## src/rtl/id_ex_hazard_stage.sv

```systemverilog
// ID/EX pipeline register with load-use hazard detection, bubble insertion,
// branch-flush squash and a saturating load-use stall counter.
module id_ex_hazard_stage #(
   parameter int unsigned XLEN  = 64,
   parameter int unsigned CNT_W = 16
) (
   input  logic             clk,
   input  logic             rst_n,
   input  logic             id_valid,
   input  logic [4:0]       id_rs1,
   input  logic [4:0]       id_rs2,
   input  logic [4:0]       id_rd,
   input  logic             id_uses_rs1,
   input  logic             id_uses_rs2,
   input  logic [XLEN-1:0]  id_rdata1,
   input  logic [XLEN-1:0]  id_rdata2,
   input  logic [XLEN-1:0]  id_imm,
   input  logic [8:0]       id_ctrl,
   input  logic             flush,
   output logic             pc_write,
   output logic             if_id_write,
   output logic             ex_valid,
   output logic [4:0]       ex_rs1,
   output logic [4:0]       ex_rs2,
   output logic [4:0]       ex_rd,
   output logic [XLEN-1:0]  ex_rdata1,
   output logic [XLEN-1:0]  ex_rdata2,
   output logic [XLEN-1:0]  ex_imm,
   output logic [8:0]       ex_ctrl,
   output logic [CNT_W-1:0] stall_count
);

   // ctrl = {RegWrite, MemRead, MemWrite, MemtoReg, Branch, ALUSrc, ALUOp[1:0], Jump}
   localparam int unsigned MEMREAD_BIT = 7;

   logic             r_valid;
   logic [4:0]       r_rs1;
   logic [4:0]       r_rs2;
   logic [4:0]       r_rd;
   logic [XLEN-1:0]  r_rdata1;
   logic [XLEN-1:0]  r_rdata2;
   logic [XLEN-1:0]  r_imm;
   logic [8:0]       r_ctrl;
   logic [CNT_W-1:0] r_count;

   logic w_rs1_match;
   logic w_rs2_match;
   logic w_hz;
   logic w_stall;

   always_comb begin
      w_rs1_match = id_uses_rs1 & (r_rd == id_rs1);
      w_rs2_match = id_uses_rs2 & (r_rd == id_rs2);
      w_hz        = r_valid & r_ctrl[MEMREAD_BIT] & (r_rd != 5'd0) & id_valid &
                    (w_rs1_match | w_rs2_match);
      // Gating with rst_n keeps PC/IF-ID writable during reset even before
      // the EX register has been cleared.
      w_stall     = w_hz & ~flush & rst_n;
   end

   assign pc_write    = ~w_stall;
   assign if_id_write = ~w_stall;

   always_ff @(posedge clk) begin
      if (!rst_n || flush || w_stall) begin
         r_valid  <= 1'b0;
         r_rs1    <= '0;
         r_rs2    <= '0;
         r_rd     <= '0;
         r_rdata1 <= '0;
         r_rdata2 <= '0;
         r_imm    <= '0;
         r_ctrl   <= '0;
      end else begin
         r_valid  <= id_valid;
         r_rs1    <= id_rs1;
         r_rs2    <= id_rs2;
         r_rd     <= id_rd;
         r_rdata1 <= id_rdata1;
         r_rdata2 <= id_rdata2;
         r_imm    <= id_imm;
         r_ctrl   <= id_valid ? id_ctrl : '0;
      end
   end

   always_ff @(posedge clk) begin
      if (!rst_n) begin
         r_count <= '0;
      end else if (w_stall && (r_count != '1)) begin
         r_count <= r_count + CNT_W'(1);
      end
   end

   assign ex_valid    = r_valid;
   assign ex_rs1      = r_rs1;
   assign ex_rs2      = r_rs2;
   assign ex_rd       = r_rd;
   assign ex_rdata1   = r_rdata1;
   assign ex_rdata2   = r_rdata2;
   assign ex_imm      = r_imm;
   assign ex_ctrl     = r_ctrl;
   assign stall_count = r_count;

endmodule

```

## config.mk

```make
export PLATFORM = sky130hd
export DESIGN_NAME = id_ex_hazard_stage
export DESIGN_NICKNAME = d
export VERILOG_FILES = /design/src/rtl/id_ex_hazard_stage.sv
export SDC_FILE = /design/constraint.sdc
export NUM_CORES = 1
export LEC_CHECK = 0
export BUFFER_PORTS_ARGS = -buffer_cell sky130_fd_sc_hd__buf_2
export CORE_AREA = 4 4 177 179
export CTS_CLUSTER_SIZE = 28
export DETAILED_ROUTE_END_ITERATION = 8
export DIE_AREA = 0 0 181 183
export HOLD_SLACK_MARGIN = 0.1
export PLACE_DENSITY = 0.53
export SKIP_LAST_GASP = 1
export SLEW_MARGIN = 40
export SYNTH_ARGS = -nofsm -noshare
export SYNTH_HDL_FRONTEND = slang
export SYNTH_SLANG_ARGS = --single-unit
export TNS_END_PERCENT = 20
```

## constraint.sdc

```tcl
create_clock -name clk -period 3.3 [get_ports clk]
set_input_delay 0.495 -clock clk [delete_from_list [all_inputs] [get_ports clk]]
set_output_delay 0.495 -clock clk [all_outputs]
set_load 0.02 [all_outputs]
```

==> flow_summary.ini <==
[sta]
fin_crit_sh_pct = 78.4
slew_viol_final = 0
period_minus_slack_ns = 2.59
skew_ns = 0.0135
relSlewSlack_pct = 49.4
setup_violations = 0
hold_viol = 0
setup_tns_ns = 0
clock.fmax_ghz = 0.387
rsz0062_at_grt = no
worst_pin_slew_ns = 0.760

[synthesis]
yosysMostFrequentCell = dfxtp_1
synth_edf_count = 0
ys_async_sr_fraction_pct = 0
netlist_area_sq_um = 6930
postSynthCellCount = 591
ys_seq_elements = 233
yosys.area.top_type_share_pct = 67.3
yosysUniqueCellTypes = 43
netlist_top_cells_area = dfxtp_1 (67%), and2_1 (19%), xnor2_1 (1.3%)
yosysWarnings = 0
ys_seq_area_share_pct = 67.3
syn_area_per_cell_sq_um = 11.7
yosys.area.top_type = dfxtp_1
ys_top_cells_by_count = dfxtp_1 (233), and2_1 (208), clkbuf_1 (21)
syn_nets = 814
ys.flop_type = dfxtp_1

[cells_and_area]
finalNonFillerCells = 1457
syn2layout_area_growth_pct = 51.3
drive_gt1_share_pct = 47.9
fin_nets = 1270
fin_area_sq_um = 10500

[die]
rows = 63
die_h_microns = 183
core_area_sq_um = 29600
ioPinCount = 457
die_w_microns = 181
initial_core_util_pct = 23.4
dieArea_sq_um = 33100

[setup_path]
worstSetupPathType = reg2out
cp_top_family = compound AO/OA/AOI/OAI gates
critPathMaxFanout = 11
required_ns = 2.80
worstPathArrival_ns = 2.09
cp_slowest_cell = a211oi_4
crit_chain = nor4_2, a211oi_4, nand2_1, buf_2
cp_slowest_stage_delay_ns = 0.60
endpoint_kind = output pin
cp_num_buf_inv = 1
critPathLaunchType = flip-flop

[cts]
clk_pin_slew_ns = 0.06
cts_tree = built
cts-resized-gates = 0
root_buffer = clkbuf_16
post_cts_buffers = 0
clkSinkCount = 233
clk_latency_ns = 0.53
clockBufferDepth = 3
cts_buffers = 27
htree_levels = 1
ctsHoldBuffers = 0

[global_route]
grt_max_degree = 123
track_usage_pct = 12.6
grt_pass1_vias = 5581
antenna_found_initial = 6
grt_pass1_wl_microns = 33200
overflow = 0

[place]
port_buffers = 456
gp_congestion = 0.794
place_inst = 1408
hpwl_microns = 17300
placed_area_sq_um = 9570

[routing]
wl_microns = 22500
drtPass1Iterations = 5
via_count = 5604
routedWlPerCell_microns = 15.5
dr.first_iter.drc_count = 148
vias_per_cell = 3.85
drcViolationCount = 0
ant_nets = 0

[power_and_ir_drop]
peakVddDrop_mv = 0.444
p_leak_uw = 0.00524
p_per_area_nw_per_um2 = 621

[run_status]
status = finished clean

[job]
max-cap-violations = 0

[worst_hold_path]
hp-class = in2reg
-- metal layers --
layer	share of wire, %	wire, microns	GRT usage (%)
met1	37	8420	14.1
met2	49	11100	22.1
met3	11	2590	5.83
met4	1.4	318	2.88
met5	0.24	55	0
-- layout by cell type (no fill, tap or decap), types with 2 or more instances in the layout --
cell	count
nor3_1	6
clkinv_2	2
nand3_1	8
o21a_1	2
mux2i_1	4
clkbuf_16	27
inv_1	4
and3_1	12
or4_1	6
or3_1	2
clkinvlp_4	3
xnor2_1	10
nand2b_1	2
o211ai_1	2
clkbuf_8	2
buf_2	456
clkbuf_1	5
o31ai_1	7
o21ai_0	2
or2b_1	2
clkinv_4	2
nor4_2	2
bufinv_16	4
dfxtp_1	233
diode_2	2
nand4_1	8
and2_1	208
nand2_1	14
a21oi_1	9
inv_6	2
-- flip-flops by register name, indices dropped and copies added, names as in the netlist --
| register | flops |
|---|---|
| ex_rdata2 | 64 |
| ex_rs2 | 5 |
| stall_count | 16 |
| ex_rdata1 | 64 |
| ex_imm | 64 |
| ex_ctrl | 9 |
| ex_rd | 5 |
| ex_valid | 1 |
| ex_rs1 | 5 |
-- final cells by class --
class | instances | area, sq um
well taps | 390 | 488
fillers | 3102 | 19100
clock buffers | 34 | 722
clock inverters | 13 | 188
multi-input cells | 322 | 2100
inverters | 5 | 18.8
flip-flops and latches | 233 | 4660
diodes | 2 | 5.00
repair buffers | 458 | 2300
-- worst reg2reg max path, cell delays in order (launching register included) --
cell	delay [ns]
dfxtp_1	0.46
xnor2_1	0.19
nand4_1	0.20
o22a_1	0.52
or4_1	0.61
a21oi_1	0.15
-- per-stage QoR --
step	util (%)	power, uW	hold slack [ns]	setup slack [ns]
after floorplan	-	3260	0.562	1.27
after global placement	32.4	3520	0.494	0.821
after detailed placement	32.4	3520	0.492	0.831
after CTS	35.5	6640	0.118	0.638
after global routing	35.5	6820	0.126	0.561
final	35.5	6510	0.157	0.714
-- worst paths after layout --
| check | from | slack (ns) | to | cells after the start |
|---|---|---|---|---|
| max reg2reg | ex_rd[1]$_SDFF_PP0_ | 1.10 | stall_count[7]$_SDFFE_PN0P_ | 5 |
| min | id_rdata1[48] | 0.16 | ex_rdata1[48]$_SDFF_PP0_ | 2 |
| max | ex_rd[0]$_SDFF_PP0_ | 0.71 | pc_write | 4 |
| min reg2reg | stall_count[9]$_SDFFE_PN0P_ | 0.51 | stall_count[9]$_SDFFE_PN0P_ | 2 |
-- power by group --
part / switching, uW / internal (uW)
clock: 1200 / 1860
sequential: 28.0 / 2920
combinational: 281 / 221
total: 1510 / 5000
-- kinds of logic (layout without fill, tap and decap cells) --
logic type                 count (synthesis)  after routing  synth area share, %
and+or+nand+nor                          277            277                 24.9
DFF                                      233            233                 67.3
buffers and inverters                     36            510                 2.44
AOI/OAI and AO/OA                         30             30                 3.32
xor gates and xnor gates                  10             10                 1.26
muxes                                      4              4                0.578
adders and majority gates                  1              1                0.180
other                                      0              2                    0
Note: power is estimated with default switching activity, not from simulation.
